**src/rtl/data_cal_ctrl_if.sv**
```systemverilog
// Handshake bundle tying data_cal_ctrl to its two requesters, the data_cal datapath
// and the response consumer. The controller side uses the master modport.
interface data_cal_ctrl_if;
    logic        req_valid_a;
    logic [15:0] req_d_a;
    logic        req_ready_a;
    logic        req_valid_b;
    logic [15:0] req_d_b;
    logic        req_ready_b;

    logic [15:0] cal_d;
    logic [1:0]  cal_sel;
    logic        cal_en;
    logic [4:0]  cal_out;
    logic        cal_validout;

    logic        res_valid;
    logic        res_ready;
    logic [19:0] res_data;
    logic        res_id;
    logic        res_err;
    logic        busy;

    modport master (
        input  req_valid_a, req_d_a, req_valid_b, req_d_b,
        input  cal_out, cal_validout, res_ready,
        output req_ready_a, req_ready_b,
        output cal_d, cal_sel, cal_en,
        output res_valid, res_data, res_id, res_err, busy
    );

    modport slave (
        output req_valid_a, req_d_a, req_valid_b, req_d_b,
        output cal_out, cal_validout, res_ready,
        input  req_ready_a, req_ready_b,
        input  cal_d, cal_sel, cal_en,
        input  res_valid, res_data, res_id, res_err, busy
    );
endinterface

```
**src/rtl/data_cal_ctrl.sv**
```systemverilog
// Round-robin front end for the shared data_cal datapath: steps one accepted word through
// all four sel codes, packs the results and holds them until the consumer takes them.
module data_cal_ctrl #(
    parameter int TIMEOUT = 15,
    parameter int TW      = 8
) (
    input  logic            clk,
    input  logic            rst,
    data_cal_ctrl_if.master bus
);

    typedef enum logic [1:0] {
        IDLE  = 2'd0,
        ISSUE = 2'd1,
        WAIT  = 2'd2,
        DONE  = 2'd3
    } state_t;

    state_t          state;
    state_t          state_next;

    logic            last_grant;
    logic [1:0]      idx;
    logic [TW-1:0]   wd;
    logic [3:0][4:0] slots;
    logic [15:0]     cal_d_q;
    logic            res_id_q;
    logic            res_err_q;

    logic            grant_a;
    logic            grant_b;
    logic            accept;
    logic            wd_expire;

    // last_grant == 1 means B was served last, so A wins the next tie
    assign grant_a   = (state == IDLE) && bus.req_valid_a && (!bus.req_valid_b || last_grant);
    assign grant_b   = (state == IDLE) && bus.req_valid_b && (!bus.req_valid_a || !last_grant);
    assign accept    = grant_a || grant_b;
    assign wd_expire = (wd == TW'(TIMEOUT - 1));

    always_ff @(posedge clk or posedge rst) begin
        if (rst) begin
            state <= IDLE;
        end else begin
            state <= state_next;
        end
    end

    always_comb begin
        state_next = state;
        case (state)
            IDLE: begin
                if (accept) begin
                    state_next = ISSUE;
                end
            end
            ISSUE: begin
                state_next = WAIT;
            end
            WAIT: begin
                // a result arriving on the expiry cycle still wins over the abort
                if (bus.cal_validout) begin
                    state_next = (idx == 2'd3) ? DONE : ISSUE;
                end else if (wd_expire) begin
                    state_next = DONE;
                end
            end
            DONE: begin
                if (bus.res_ready) begin
                    state_next = IDLE;
                end
            end
            default: begin
                state_next = IDLE;
            end
        endcase
    end

    always_comb begin
        bus.req_ready_a = grant_a;
        bus.req_ready_b = grant_b;
        bus.cal_en      = (state == ISSUE);
        bus.res_valid   = (state == DONE);
        bus.busy        = (state != IDLE);
    end

    assign bus.cal_d    = cal_d_q;
    assign bus.cal_sel  = idx;
    assign bus.res_data = slots;
    assign bus.res_id   = res_id_q;
    assign bus.res_err  = res_err_q;

    always_ff @(posedge clk or posedge rst) begin
        if (rst) begin
            last_grant <= 1'b1;
            idx        <= 2'd0;
            wd         <= '0;
            slots      <= '0;
            cal_d_q    <= 16'd0;
            res_id_q   <= 1'b0;
            res_err_q  <= 1'b0;
        end else begin
            case (state)
                IDLE: begin
                    if (accept) begin
                        cal_d_q    <= grant_a ? bus.req_d_a : bus.req_d_b;
                        res_id_q   <= grant_b;
                        last_grant <= grant_b;
                        idx        <= 2'd0;
                        slots      <= '0;
                        res_err_q  <= 1'b0;
                    end
                end
                ISSUE: begin
                    wd <= '0;
                end
                WAIT: begin
                    if (bus.cal_validout) begin
                        slots[idx] <= bus.cal_out;
                        if (idx != 2'd3) begin
                            idx <= idx + 2'd1;
                        end
                    end else if (wd_expire) begin
                        res_err_q <= 1'b1;
                    end else begin
                        wd <= wd + TW'(1);
                    end
                end
                default: begin
                end
            endcase
        end
    end

endmodule

```
**src/flat_wrapper.sv**
```systemverilog
// flat-port wrapper written by rule: the top's interface ports become plain ports
module data_cal_ctrl_flat 
#(
    parameter int TIMEOUT = 15,
    parameter int TW      = 8
)
  (clk, rst, bus_req_valid_a, bus_req_d_a, bus_req_valid_b, bus_req_d_b, bus_cal_out, bus_cal_validout, bus_res_ready, bus_req_ready_a, bus_req_ready_b, bus_cal_d, bus_cal_sel, bus_cal_en, bus_res_valid, bus_res_data, bus_res_id, bus_res_err, bus_busy);
  data_cal_ctrl_if bus_i ();
  input  logic clk;
  input  logic rst;
  input wire logic [$bits(bus_i.req_valid_a)-1:0] bus_req_valid_a;
  input wire logic [$bits(bus_i.req_d_a)-1:0] bus_req_d_a;
  input wire logic [$bits(bus_i.req_valid_b)-1:0] bus_req_valid_b;
  input wire logic [$bits(bus_i.req_d_b)-1:0] bus_req_d_b;
  input wire logic [$bits(bus_i.cal_out)-1:0] bus_cal_out;
  input wire logic [$bits(bus_i.cal_validout)-1:0] bus_cal_validout;
  input wire logic [$bits(bus_i.res_ready)-1:0] bus_res_ready;
  output wire logic [$bits(bus_i.req_ready_a)-1:0] bus_req_ready_a;
  output wire logic [$bits(bus_i.req_ready_b)-1:0] bus_req_ready_b;
  output wire logic [$bits(bus_i.cal_d)-1:0] bus_cal_d;
  output wire logic [$bits(bus_i.cal_sel)-1:0] bus_cal_sel;
  output wire logic [$bits(bus_i.cal_en)-1:0] bus_cal_en;
  output wire logic [$bits(bus_i.res_valid)-1:0] bus_res_valid;
  output wire logic [$bits(bus_i.res_data)-1:0] bus_res_data;
  output wire logic [$bits(bus_i.res_id)-1:0] bus_res_id;
  output wire logic [$bits(bus_i.res_err)-1:0] bus_res_err;
  output wire logic [$bits(bus_i.busy)-1:0] bus_busy;
  assign bus_i.req_valid_a = bus_req_valid_a;
  assign bus_i.req_d_a = bus_req_d_a;
  assign bus_i.req_valid_b = bus_req_valid_b;
  assign bus_i.req_d_b = bus_req_d_b;
  assign bus_i.cal_out = bus_cal_out;
  assign bus_i.cal_validout = bus_cal_validout;
  assign bus_i.res_ready = bus_res_ready;
  assign bus_req_ready_a = bus_i.req_ready_a;
  assign bus_req_ready_b = bus_i.req_ready_b;
  assign bus_cal_d = bus_i.cal_d;
  assign bus_cal_sel = bus_i.cal_sel;
  assign bus_cal_en = bus_i.cal_en;
  assign bus_res_valid = bus_i.res_valid;
  assign bus_res_data = bus_i.res_data;
  assign bus_res_id = bus_i.res_id;
  assign bus_res_err = bus_i.res_err;
  assign bus_busy = bus_i.busy;
  data_cal_ctrl #(.TIMEOUT(TIMEOUT), .TW(TW)) u_core (.clk(clk), .rst(rst), .bus(bus_i));
endmodule
```
**config.mk**
```make
export PLATFORM = sky130hd
export DESIGN_NAME = data_cal_ctrl_flat
export DESIGN_NICKNAME = d
export VERILOG_FILES = /design/src/rtl/data_cal_ctrl_if.sv /design/src/rtl/data_cal_ctrl.sv /design/src/flat_wrapper.sv
export SDC_FILE = /design/constraint.sdc
export NUM_CORES = 1
export LEC_CHECK = 0
export CAP_MARGIN = 0
export CORE_MARGIN = 5
export CORE_UTILIZATION = 41
export CTS_CLUSTER_SIZE = 10
export DETAILED_ROUTE_END_ITERATION = 12
export PLACE_DENSITY = 0.84
export SLEW_MARGIN = 40
export SYNTH_ARGS = -nofsm -noshare
export SYNTH_HDL_FRONTEND = slang
export SYNTH_SLANG_ARGS = --single-unit
```
**constraint.sdc**
```tcl
create_clock -name clk -period 1.7 [get_ports clk]
set_input_delay 0.425 -clock clk [delete_from_list [all_inputs] [get_ports clk]]
set_output_delay 0.425 -clock clk [all_outputs]
set_load 0.005 [all_outputs]
```
==> impl_metrics.tcl, run 1 <==
set metrics [dict create \
    utilization 0.673 \
    layout.nets 419 \
    clock-skew-final_ns 0.00840 \
    rsz0062_at_grt "yes" \
    drtIter0Drc 94 \
    wl_per_cell_um 18.4 \
    hold_class "in -> async" \
    synth_edf_count 0 \
    clkLatencyLatePin_ns 0.31 \
    yosys.area.top_type_share 0.483 \
    p_leak_nw 1.75 \
    drt-pass1-iter-count 5 \
    slew_headroom 0.590 \
    peakVddDrop_uv 1120 \
    maxCapViolCount 0 \
    slew_viol_final 0 \
    dp_worst_setup_slack_ns -0.708 \
    final_cells 448 \
    die_h_um 89.5 \
    p_per_area_nw_per_um2 1620 \
    violations "setup timing" \
    crit_required_ns 1.27 \
    ys_types 46 \
    area_delta_synth_final_pct 62.3 \
    fp.coreArea_um2 6240 \
    synth_area_leaders "dfrtp_1 48%, a22o_1 6.8%, nand3_1 4.3%" \
    status "finished with violations" \
    antenna_left 0 \
    grt_overflow_total 0 \
    reg2reg_depth 6 \
    rr_endpoint "u_core.wd[3]$_DFFE_PP0P_" \
    worst_pin_slew_ns 0.613 \
    synth_cells 250 \
    ctsRootBufferMaster "clkbuf_8" \
    finalCriticalPeriod_ns 1.92 \
    start_util 0.415 \
    fin_ws_ns -0.222 \
    grt_first_pass_wirelength_mm 11.8 \
    start_kind "register" \
    track_usage 0.190 \
    synth_area_leader_cell "dfrtp_1" \
    synth_top_flop_cell "dfrtp_1" \
    syn_nets 299 \
    hold_viol 0 \
    syn_area_um2 2590 \
    clk_pin_slew_ns 0.10 \
    place.gp.congestion 0.843 \
    io_buffers 87 \
    wirelength_mm 8.24 \
    die_w_um 89.5 \
    ys_seq_elements 51 \
    crit_type "reg -> out" \
    routed_via_density 5.71 \
    rows 29 \
    finalSetupViolations 11 \
    critPathCaptureType "output pin" \
    fmax_ghz 0.520 \
    drive_gt1_frac 0.272 \
    dp.cells 418 \
    postSynthAreaPerCell_um2 10.4 \
    diodes 0 \
    drcViolationCount 0 \
    vias 2560 \
    clk_path_buf_depth 2 \
    ctsHoldBuffers 0 \
    antenna_found_initial 0 \
    grt_pass1_vias 2453 \
    grt_max_degree 52 \
    clock-sinks 51 \
    h-tree-depth 2 \
    io_pins 88 \
    hpwl_mm 5.12 \
    cp_max_fo 2 \
    reg2reg_slack_ns -0.12 \
    async_flop_share 1.00 \
    total_power_mw 6.81 \
    worstPathArrival_ns 1.50 \
    reg2reg_from "u_core.state[0]$_DFFE_PP0P_" \
    nFillCells 429 \
    synth-seq-area-share 0.493 \
    cts-buffers-inserted 5 \
    ys_warn_count 0 \
    die_area_um2 8010 \
    tritoncts "done" \
    fin_crit_sh 1.13 \
    fin_setup_tns_ns -1.25 \
]
-- power by group --
part           leakage, nW  switching [mW]  internal, mW  total [mW]
clock network       0.0548           0.429         0.444       0.872
logic                 1.05            1.73          2.19        3.92
registers            0.651           0.311          1.70        2.01
total                 1.75            2.47          4.34        6.81
-- metal layers --
layer,track usage,vias up,routed length [µm],share of wire
met5,0,-,0,0
met4,0.0636,0,116,0.014
met3,0.0387,9,585,0.071
met2,0.314,103,4120,0.50
met1,0.250,1257,3420,0.42
li1,-,1191,-,-
-- worst max-delay path, cell delays in order (launching register included) --
cell,delay [ns]
dfrtp_1,0.40
buf_6,0.13
nor2_8,0.08
inv_2,0.05
or3_4,0.37
inv_2,0.07
buf_6,0.09
-- cells in the final DEF (no fill, tap or decap), types with 4 or more instances in the layout --
cell	instances
o21ai_0	13
inv_2	4
clkdlybuf4s50_1	78
dfrtp_1	49
o21ai_1	7
a31oi_1	17
nand2_1	9
a22o_1	20
buf_6	8
inv_1	7
buf_4	36
nand3_1	22
clkbuf_8	5
nor4_2	15
and3_1	4
dlygate4sd2_1	4
mux2i_1	5
-- area by class of cell --
type                    instances  area (µm²)  share of cell area
multi-input cells             168        1370               0.326
clock inverters                 3        46.3              0.0110
well taps                      77        96.3              0.0229
flip-flops and latches         51        1280               0.304
clock buffers                   5        68.8              0.0164
inverters                      12        48.8              0.0116
repair buffers                132        1290               0.308
-- kinds of logic (layout without fill, tap and decap cells) --
logic type / after synthesis / count (layout) / share of synthesized area
AO/OA/AOI/OAI: 83 / 83 / 0.230
flip-flops: 51 / 51 / 0.493
multiplexers: 5 / 5 / 0.0193
adder cells (fa/ha/maj): 6 / 6 / 0.0290
AND/OR/NAND/NOR: 74 / 74 / 0.174
buffers and inverters: 31 / 152 / 0.0546
-- worst max-delay path by stage --
| stage | from | end | slack, ns | cells past startpoint |
|---|---|---|---|---|
| global route | u_core.state[1]$_DFFE_PP0P_ | bus_req_ready_a | -0.28 | 6 |
| floorplan | u_core.last_grant$_DFFE_PP1P_ | bus_req_ready_a | -0.06 | 6 |
| detailed placement | bus_req_valid_b | bus_req_ready_a | -0.71 | 5 |
| finish | u_core.state[1]$_DFFE_PP0P_ | bus_req_ready_a | -0.22 | 6 |
| global placement | bus_req_valid_b | bus_req_ready_a | -0.69 | 5 |
| CTS | u_core.state[1]$_DFFE_PP0P_ | bus_req_ready_a | -0.24 | 6 |
-- flip-flops by register name (all words and copies together), names as in the netlist --
signal / cells
u_core.bus.cal_d: 16
u_core.bus.cal_sel: 2
u_core.bus.res_data: 20
u_core.bus.res_err: 1
u_core.bus.res_id: 1
u_core.last_grant: 1
u_core.state: 2
u_core.wd: 8
-- per-stage QoR --
step	area [µm²]	hold WS, ns
6_report	4200	0.458
4_1_cts	3940	0.475
2_1_floorplan	2600	0.449
3_5_place_dp	3660	0.470
3_3_place_gp	3660	0.458
5_1_grt	4200	0.474
-- repair_timing --
| item | 4_1_cts | 5_1_grt |
|---|---|---|
| buffers inserted | 13 | 9 |
| pin swaps | 3 | 9 |
| cloned | 1 | 0 |
| resized for setup | 29 | 41 |
| setup endpoints to repair | 7 | 46 |
-- cell usage after synthesis (2+ instances only) --
cell type	instances
inv_2	3
a21o_1	6
buf_6	2
dfrtp_1	50
nor2b_1	2
nor4_1	16
o21ai_1	4
nand2b_1	4
a22o_1	20
buf_2	8
nor2_1	3
and3_1	5
clkbuf_1	9
a31oi_1	17
o21ai_0	17
inv_1	9
nand2_1	9
a21oi_1	3
ha_1	6
nor4bb_1	3
mux2i_1	5
o31a_1	2
a211oi_2	3
nand3_1	22
Power figures use the tool's default switching activity.
==> inputs of run 2 (changes only) <==
ABC_AREA = 1   (was unset)
CORE_UTILIZATION = 42   (was 41)
PLACE_DENSITY = 0.85   (was 0.84)
REMOVE_ABC_BUFFERS = 1   (was unset)
==> impl_metrics.tcl, run 2 <==
set metrics [dict create \
    synth_top_flop_cell "dfrtp_1" \
    start_kind "register" \
    ys_types 27 \
    regArea_um2 1280 \
    ctsRootBufferMaster "clkbuf_8" \
    drt-pass1-iter-count 4 \
    crit_required_ns 1.27 \
    clkLatencyLatePin_ns 0.30 \
    final_common_cell "nand2_1" \
    dp_worst_setup_slack_ns -0.491 \
    yosysMostFrequentCell "nand2_1" \
    drcViolationCount 0 \
    layout.nets 520 \
    finalSetupViolations 0 \
    utilization 0.630 \
    diodes 0 \
    reg2reg_slack_ns 0.12 \
    io_buffers 87 \
    maxCapViolCount 0 \
    crit_type "reg -> out" \
    slew_headroom 0.771 \
    synthXorXnorAreaFrac 0.00320 \
    ctsHoldBuffers 0 \
    drtIter0Drc 95 \
    hold_viol 0 \
    place.gp.congestion 0.868 \
    io_pins 88 \
    tritoncts "done" \
    placed_area_um2 3810 \
    synth_edf_count 0 \
    finalCriticalPeriod_ns 1.66 \
    synth_area_leader_cell "dfrtp_1" \
    grt_first_pass_wirelength_mm 11.9 \
    fin_ws_ns 0.0367 \
    routed_via_density 4.80 \
    area_delta_synth_final_pct 46.2 \
    antenna_left 0 \
    peakVddDrop_uv 862 \
    die_h_um 90.7 \
    vias 2635 \
    fmax_ghz 0.601 \
    async_flop_share 1.00 \
    hold_class "in -> async" \
    die_w_um 90.7 \
    nFillCells 509 \
    grt_overflow_total 0 \
    cts-buffers-inserted 5 \
    fp.coreArea_um2 6350 \
    synth_top_family_by_area "simple AND/OR/NAND/NOR gates" \
    synth-seq-area-share 0.467 \
    worstPathArrival_ns 1.24 \
    grt_max_degree 33 \
    rsz0062_at_grt "yes" \
    dp.cells 537 \
    ys_seq_elements 51 \
    rows 29 \
    largest_register_ff_count 20 \
    synth-compound-area-share 0.0480 \
    multi_input_area_um2 1250 \
    antenna_found_initial 0 \
    critPathCaptureType "output pin" \
    p_leak_nw 2.04 \
    yosys.area.top_type_share 0.457 \
    synth-adder-area-share 0.0274 \
    clk_path_buf_depth 2 \
    track_usage 0.175 \
    slew_viol_final 0 \
    synth_top_cells_by_count "124 x nand2_1, 50 x dfrtp_1, 40 x inv_1" \
    hpwl_mm 5.54 \
    clk_pin_slew_ns 0.09 \
    wirelength_mm 7.18 \
    synthMuxAreaShare 0 \
    wl_per_cell_um 13.1 \
    drive_gt1_frac 0.123 \
    clock-sinks 51 \
    grt_pass1_vias 2525 \
    syn_area_um2 2740 \
    synthSimpleGateAreaFrac 0.368 \
    synth_area_leaders "dfrtp_1 46%, nand2_1 17%, nand3_1 6.9%" \
    ys_warn_count 0 \
    final_cells 549 \
    start_util 0.431 \
    postSynthAreaPerCell_um2 7.50 \
    h-tree-depth 2 \
    final_cell_mix "120 x nand2_1, 80 x clkdlybuf4s50_1, 50 x dfrtp_1" \
    p_per_area_nw_per_um2 1420 \
    fin_crit_sh 0.978 \
    worst_pin_slew_ns 0.343 \
    status "finished clean" \
    synth_cells 365 \
    die_area_um2 8230 \
    clock-skew-final_ns 0.00998 \
    stdcell_area_um2 4000 \
    cp_max_fo 3 \
]
[run 2: cell count changes after synthesis, moves of 17 or more]
cell	previous run	this run
inv_1	9	40
a22o_1	20	0
o21ai_0	17	0
nor2_1	3	37
nand2_1	9	124
a31oi_1	17	0
[run 2: per-stage QoR]
stage | setup TNS [ns] | hold slack (ns) | total power [mW]
after floorplan | -6.08 | 0.463 | 3.07
after global placement | -8.84 | 0.456 | 4.48
after detailed placement | -10.23 | 0.458 | 4.58
after CTS | -0.0801 | 0.413 | 5.64
after global routing | -0.0577 | 0.433 | 6.10
final | 0 | 0.403 | 5.69
[run 2: cells by family (layout without fill, tap and decap cells)]
kind of cell / count (synthesis) / count (layout)
XOR/XNOR: 1 / 1
flip-flops: 51 / 51
AO/OA/AOI/OAI: 23 / 23
adder cells (fa/ha/maj): 6 / 6
buffers and inverters: 56 / 163
AND/OR/NAND/NOR: 228 / 228
[run 2: final cells by class]
| class | instances | area share |
|---|---|---|
| tap | 77 | 0.0241 |
| clock buffer | 5 | 0.0172 |
| clock inverter | 3 | 0.0169 |
| inverter | 44 | 0.0413 |
| sequential | 51 | 0.319 |
| multi-input combinational | 258 | 0.313 |
| timing repair buffer | 111 | 0.268 |
[run 2: final timing paths]
kind / end / from / cells after the start
setup / recovery: bus_req_ready_b / u_core.state[0]$_DFFE_PP0P_ / 6
hold / removal: u_core.bus.cal_d[15]$_DFFE_PP0P_ / rst / 2
setup reg to reg: u_core.bus.res_data[12]$_DFFE_PP0P_ / u_core.state[0]$_DFFE_PP0P_ / 10
hold reg to reg: u_core.bus.res_data[7]$_DFFE_PP0P_ / u_core.bus.res_data[7]$_DFFE_PP0P_ / 2
max in group asynchronous: u_core.wd[5]$_DFFE_PP0P_ / rst / 3
min in group clk: u_core.bus.res_data[7]$_DFFE_PP0P_ / u_core.bus.res_data[7]$_DFFE_PP0P_ / 2
[run 2: layer usage]
metal / vias up / wire [µm] / part of all wire / global-route usage
met4: 0 / 59 / 0.0082 / 0.0372
met5: - / 0 / 0 / 0
li1: 1348 / - / - / -
met2: 52 / 3820 / 0.53 / 0.318
met1: 1229 / 3010 / 0.42 / 0.213
met3: 6 / 293 / 0.041 / 0.0317
[run 2: timing repair]
action                                  4_1_cts  5_1_grt
buffers inserted                              4        0
gates resized for setup                      19       13
endpoints found under the setup margin        7       33
hold endpoints to repair                      0        0
pin swaps                                     3        2
[run 2: report_power, final]
part / total, mW / switching [mW] / internal, mW
Combinational: 2.90 / 1.50 / 1.40
Clock: 0.991 / 0.404 / 0.587
Sequential: 1.79 / 0.218 / 1.58
[run 2: critical path: stages (launching register included)]
cell and delay (ns):
dfrtp_1 0.40, nor2_2 0.12, buf_6 0.12, buf_6 0.09, nand3_2 0.06, inv_1 0.05, buf_2 0.10
